--- config.mk ---
export PLATFORM = sky130hd
export DESIGN_NAME = bcd_display
export DESIGN_NICKNAME = d
export VERILOG_FILES = /design/src/rtl/bcd_display.sv
export SDC_FILE = /design/constraint.sdc
export NUM_CORES = 1
export LEC_CHECK = 0
export CAP_MARGIN = 40
export CORE_MARGIN = 2
export CORE_UTILIZATION = 25
export CTS_BUF_LIST = sky130_fd_sc_hd__clkbuf_16
export DETAILED_ROUTE_END_ITERATION = 6
export GPL_ROUTABILITY_DRIVEN = 0
export PLACE_DENSITY_LB_ADDON = 0.1
export SLEW_MARGIN = 15
export SYNTH_ARGS = -nofsm -noshare
export SYNTH_HDL_FRONTEND = slang
export SYNTH_SLANG_ARGS = --single-unit
--- constraint.sdc ---
create_clock -name clock -period 3.8 [get_ports clock]
set_input_delay 0.76 -clock clock [delete_from_list [all_inputs] [get_ports clock]]
set_output_delay 0.76 -clock clock [all_outputs]
set_load 0.02 [all_outputs]
--- src/rtl/bcd_display.sv ---
// bcd_display: loads an unsigned word, converts it to four BCD digits with a
// serial double-dabble engine (one bit per clock), and drives four registered
// active-low seven-segment outputs {g,f,e,d,c,b,a}.
// Optional feature macro: BCD_DISPLAY_BLANK_LEADING_ZEROS_EN blanks leading zero digits.
module bcd_display #(
  parameter int unsigned WORD_W = 10
) (
  input  logic              clock,
  input  logic              reset,
  input  logic              load,
  input  logic [WORD_W-1:0] value,
  output logic              busy,
  output logic              done,
  output logic              overflow,
  output logic [6:0]        disp0,
  output logic [6:0]        disp1,
  output logic [6:0]        disp2,
  output logic [6:0]        disp3
);

  localparam int unsigned CNT_W = $clog2(WORD_W + 1);
  localparam int unsigned BCD_W = 20;
  localparam logic [6:0]  SEG_BLANK = 7'h7F;
  localparam logic [6:0]  SEG_DASH  = 7'h3F;

  typedef enum logic [1:0] {IDLE, SHIFT, UPDATE} state_t;

  state_t             state, state_d;
  logic [WORD_W-1:0]  sr, sr_d;
  logic [BCD_W-1:0]   bcd, bcd_d, bcd_adj;
  logic [CNT_W-1:0]   cnt, cnt_d;
  logic               busy_d, done_d, overflow_d;
  logic [6:0]         disp0_d, disp1_d, disp2_d, disp3_d;

  // Digit to active-low segment pattern; non-decimal codes show blank.
  function automatic logic [6:0] seg(input logic [3:0] d);
    logic [6:0] s;
    case (d)
      4'd0:    s = 7'h40;
      4'd1:    s = 7'h79;
      4'd2:    s = 7'h24;
      4'd3:    s = 7'h30;
      4'd4:    s = 7'h19;
      4'd5:    s = 7'h12;
      4'd6:    s = 7'h02;
      4'd7:    s = 7'h78;
      4'd8:    s = 7'h00;
      4'd9:    s = 7'h10;
      default: s = SEG_BLANK;
    endcase
    return s;
  endfunction

  // Add 3 to every nibble that is 5 or more, ahead of the next shift.
  always_comb begin
    bcd_adj = bcd;
    for (int i = 0; i < 5; i++) begin
      if (bcd[4*i +: 4] >= 4'd5) bcd_adj[4*i +: 4] = bcd[4*i +: 4] + 4'd3;
    end
  end

`ifdef BCD_DISPLAY_BLANK_LEADING_ZEROS_EN
  logic z3, z2, z1;
  assign z3 = (bcd[15:12] == 4'd0);
  assign z2 = (bcd[11:8]  == 4'd0);
  assign z1 = (bcd[7:4]   == 4'd0);
`endif

  // State register and datapath registers.
  always_ff @(posedge clock or posedge reset) begin
    if (reset) begin
      state    <= IDLE;
      sr       <= '0;
      bcd      <= '0;
      cnt      <= '0;
      busy     <= 1'b0;
      done     <= 1'b0;
      overflow <= 1'b0;
      disp0    <= SEG_BLANK;
      disp1    <= SEG_BLANK;
      disp2    <= SEG_BLANK;
      disp3    <= SEG_BLANK;
    end else begin
      state    <= state_d;
      sr       <= sr_d;
      bcd      <= bcd_d;
      cnt      <= cnt_d;
      busy     <= busy_d;
      done     <= done_d;
      overflow <= overflow_d;
      disp0    <= disp0_d;
      disp1    <= disp1_d;
      disp2    <= disp2_d;
      disp3    <= disp3_d;
    end
  end

  // Next-state and next-register values; everything holds unless a state acts.
  always_comb begin
    state_d    = state;
    sr_d       = sr;
    bcd_d      = bcd;
    cnt_d      = cnt;
    busy_d     = busy;
    done_d     = 1'b0;
    overflow_d = overflow;
    disp0_d    = disp0;
    disp1_d    = disp1;
    disp2_d    = disp2;
    disp3_d    = disp3;
    case (state)
      IDLE: begin
        if (load) begin
          sr_d    = value;
          bcd_d   = '0;
          cnt_d   = CNT_W'(WORD_W);
          busy_d  = 1'b1;
          state_d = SHIFT;
        end
      end
      SHIFT: begin
        // Top scratch bit can never be set for WORD_W <= 16, so truncation is safe.
        bcd_d = BCD_W'({bcd_adj, sr[WORD_W-1]});
        sr_d  = {sr[WORD_W-2:0], 1'b0};
        cnt_d = cnt - CNT_W'(1);
        if (cnt == CNT_W'(1)) state_d = UPDATE;
      end
      UPDATE: begin
        done_d  = 1'b1;
        busy_d  = 1'b0;
        state_d = IDLE;
        if (bcd[19:16] != 4'd0) begin
          overflow_d = 1'b1;
          disp0_d    = SEG_DASH;
          disp1_d    = SEG_DASH;
          disp2_d    = SEG_DASH;
          disp3_d    = SEG_DASH;
        end else begin
          overflow_d = 1'b0;
          disp0_d    = seg(bcd[3:0]);
`ifdef BCD_DISPLAY_BLANK_LEADING_ZEROS_EN
          disp1_d    = (z3 && z2 && z1) ? SEG_BLANK : seg(bcd[7:4]);
          disp2_d    = (z3 && z2)       ? SEG_BLANK : seg(bcd[11:8]);
          disp3_d    = z3               ? SEG_BLANK : seg(bcd[15:12]);
`else
          disp1_d    = seg(bcd[7:4]);
          disp2_d    = seg(bcd[11:8]);
          disp3_d    = seg(bcd[15:12]);
`endif
        end
      end
      default: state_d = IDLE;
    endcase
  end

endmodule

==> results.md <==
* Outcome: finished clean
* Diode count at 0
* Reg-to-reg critical path endpoint: disp3[1]$_DFFE_PP1P_
* Arrival time of the worst setup path at 2430 ps
* Number of fill cells in the layout at approximately 1,500
* Area of the mapped netlist at roughly 0.0037 mm^2
* Number of cells traversed by the worst hold path at 2
* Period utilisation layout at slightly below 60%
* Flop-to-flop setup slack at 1700 ps
* Highest clock rate at 442.9 MHz
* Vias in the first global route at 2,762
* Vertical die dimension at 126.1 um
* Antenna violation net count after detailed routing at 0
* Top library cells by usage in the layout, fill and taps aside: sky130_fd_sc_hd__clkdlybuf4s50_1 (43), sky130_fd_sc_hd__a21oi_1 (40), sky130_fd_sc_hd__dfrtp_1 (39)
* Ranking of synthesized cells by area: sky130_fd_sc_hd__dfrtp_1 (26%), sky130_fd_sc_hd__dfstp_2 (20%), sky130_fd_sc_hd__ha_1 (9.4%)
* Via total after detailed routing at 2,931
* Synth warn at 0
* Relative slew slack at 44.18%
* Die area at about 0.016 mm^2
* Largest net degree at the start of global routing at 56
* Number of nets in the layout at 470
* Area growth from synthesis to final layout at 23.08%
* Fraction of final layout cells with drive strength greater than 1 at 12.44%
* CTS buffer count at 9
* Instance count of the mapped netlist at between 300 and 400
* Worst Path Required at 3970 ps
* Mean cell area of the mapped netlist at roughly 9.5 um^2
* Layer carrying the most global-route usage: met1
* Average wire length per cell after detail routing at 14.43 um
* Initial core utilization at 25.66%
* Pin slew with the least headroom to its limit at 837.3 ps
* Number of iterations in the first detailed-routing pass at 4
* Final hold violation count at 0
* TritonCTS clock tree: yes
* Final Slew Violations at 0
* DRC marker count from the first detailed-route iteration at 127
* Final cell count without fillers at between 600 and 700
* CTS hold repair buffers at 0
* Unrepaired setup endpoints after global routing: no
* Max Cap Viol at 0
* Global-route wire length before repair at 14,840 um
* Antenna violations before repair at 0
* Max FO, Critical Path at 13
* Clock tree root buffer cell: sky130_fd_sc_hd__clkbuf_16
* VDD IR-drop max at 0.0002055 V
* Final count of negative-setup-slack endpoints at 0
* PD cells at 897.5 mW/mm^2
* Element type at the critical path start: input pin
* Leading area contributor after synthesis: sky130_fd_sc_hd__dfrtp_1
* Total setup buffers inserted after CTS at 0
* Clock Pin Slew Worst Setup and Hold Paths at 50 ps
* Clock buffer depth at 2
* Hold WC Path Type: reg -> reg
* Number of top-level pins at 44
* Net count after synthesis at roughly 430
* Origin of the critical flop-to-flop path: state[1]$_DFFE_PP0P_
* Yosys top cell area share at 26.17%
* Min-Delay Startpoint: disp1[6]$_DFFE_PP1P_
* Reg2Reg Depth at 6
* Worst setup path startpoint: load
* GR met2 Demand/Resource at 16.64%
* Post-Route WL at 8920 um
* GR Layer Usage met1 at 16.78%
* Endpoint class of the critical path: register
* Placed insts at 602
* Buffers added on ports at 43
* Number of levels in the clock H-tree at 3
* Core region area at 0.01453 mm^2
* DRC at 0
* Global route overflow at 0
* Die span in x at 126.1 um
* Fin crit period at 2258 ps
* Fraction of the yosys area taken by sequential cells at 45.89%
* Clk sink count at 67
* Worst-Skew Late Latency at 340 ps
* Global routing met3 resource utilization at 2.591%
* Number of distinct library cells after synthesis at 46
* FF+latch count, synth at 67
* Post-CTS resize count at 0
* Worst-case clock skew at ~6.5 ps
* Row count at 44
* WHS Endpoint: disp1[6]$_DFFE_PP1P_
* DP HPWL at 5974 um
* Total Routing Usage GR at between 10% and 20%
* Critical path class: in -> reg
* TNS Setup at 0 ps
* LEAKAGE at 0.001910 uW
* Leading cell type in the layout, fill and taps excluded: sky130_fd_sc_hd__clkdlybuf4s50_1
* Routed vias/inst at 4.743
## layout make-up
class	instances	area, um^2	area share, %
Sequential cell	67	1712	37.29
Tap cell	184	230.2	5.015
Clock buffer	9	225.2	4.906
Clock inverter	7	28.78	0.6269
Multi-Input combinational cell	279	1809	39.41
Timing Repair Buffer	50	503.0	10.96
Inverter	22	82.58	1.799
## synthesized netlist by cell type, drive strengths merged
| cell type | number |
|---|---|
| dfstp | 28 |
| inv | 22 |
| nand3 | 3 |
| o21a | 1 |
| or3 | 1 |
| o311ai | 3 |
| a221o | 1 |
| o21bai | 1 |
| nor2 | 37 |
| a32o | 1 |
| mux2i | 5 |
| dfrtp | 39 |
| a41oi | 1 |
| nand2 | 25 |
| o31ai | 2 |
| nand4 | 1 |
| xnor2 | 6 |
| and2 | 2 |
| nand2b | 10 |
| nor3b | 6 |
| and3 | 2 |
| xor2 | 2 |
| nor2b | 11 |
| o22ai | 11 |
| o221ai | 1 |
| a21o | 2 |
| a22o | 4 |
| ha | 28 |
| or2 | 1 |
| o22a | 12 |
| o2111ai | 1 |
| nor3 | 5 |
| buf | 15 |
| a22oi | 10 |
| o21ba | 1 |
| clkbuf | 9 |
| nand3b | 2 |
| a31oi | 5 |
| o21ai | 35 |
| a21oi | 40 |
## per-layer routing
metal / part of all wire [%] / wire (um)
met1: 51 / 4564
met2: 43 / 3845
met3: 2.9 / 261
met4: 2.8 / 248
met5: 0 / 0
## report_power, final
| group | internal (uW) | leakage, uW | total, uW | switching [uW] |
|---|---|---|---|---|
| clock network | 427 | 0.000134 | 735 | 308 |
| logic | 903 | 0.000997 | 1890 | 990 |
| registers | 1120 | 0.000779 | 1490 | 376 |
| total | 2450 | 0.00191 | 4120 | 1670 |
## worst max-delay path, stage by stage
cell	delay, ps
sky130_fd_sc_hd__clkdlybuf4s50_1	780
sky130_fd_sc_hd__nor2_1	100
sky130_fd_sc_hd__nor2_1	430
sky130_fd_sc_hd__buf_4	260
sky130_fd_sc_hd__o22ai_1	90
## registers in the layout (all words and copies together), names as in the netlist
signal,cells
bcd,20
disp0,7
done,1
disp1,7
disp3,7
sr,10
state,2
overflow,1
busy,1
cnt,4
disp2,7
## cells by family (layout without fill, tap and decap cells)
family / Yosys count / after routing / share of synthesized area, %
compound gates: 132 / 132 / 21.94
xor+xnor: 8 / 8 / 1.879
fa+ha+maj: 28 / 28 / 9.393
buf+inv: 46 / 88 / 5.602
flops: 67 / 67 / 45.89
mux: 5 / 5 / 1.342
simple gates: 106 / 106 / 13.95
## metrics by stage
step / total power, uW / hold slack [ps] / instance area, um^2 / worst slack, ps / utilization, %
after CTS: 4190 / 463.7 / 4591 / 1546 / 31.59
after global placement: 3409 / 454.1 / 4309 / 1206 / 29.65
after global routing: 4495 / 473.6 / 4591 / 1382 / 31.59
after floorplan: 2813 / 450.7 / 3730 / 1403 / -
final: 4120 / 456.4 / 4591 / 1542 / 31.59
after detailed placement: 3426 / 454.8 / 4337 / 1178 / 29.84
## how the worst max path moves through the flow
stage / to / cells past startpoint
6_report: bcd[5]$_DFFE_PP0P_ / 5
2_1_floorplan: bcd[0]$_DFFE_PP0P_ / 1
3_5_place_dp: bcd[16]$_DFFE_PP0P_ / 5
4_1_cts: disp3[6] / 1
5_1_grt: sr[9]$_DFFE_PP0P_ / 4
3_3_place_gp: bcd[17]$_DFFE_PP0P_ / 5
Note: power is estimated with default switching activity, not from simulation.
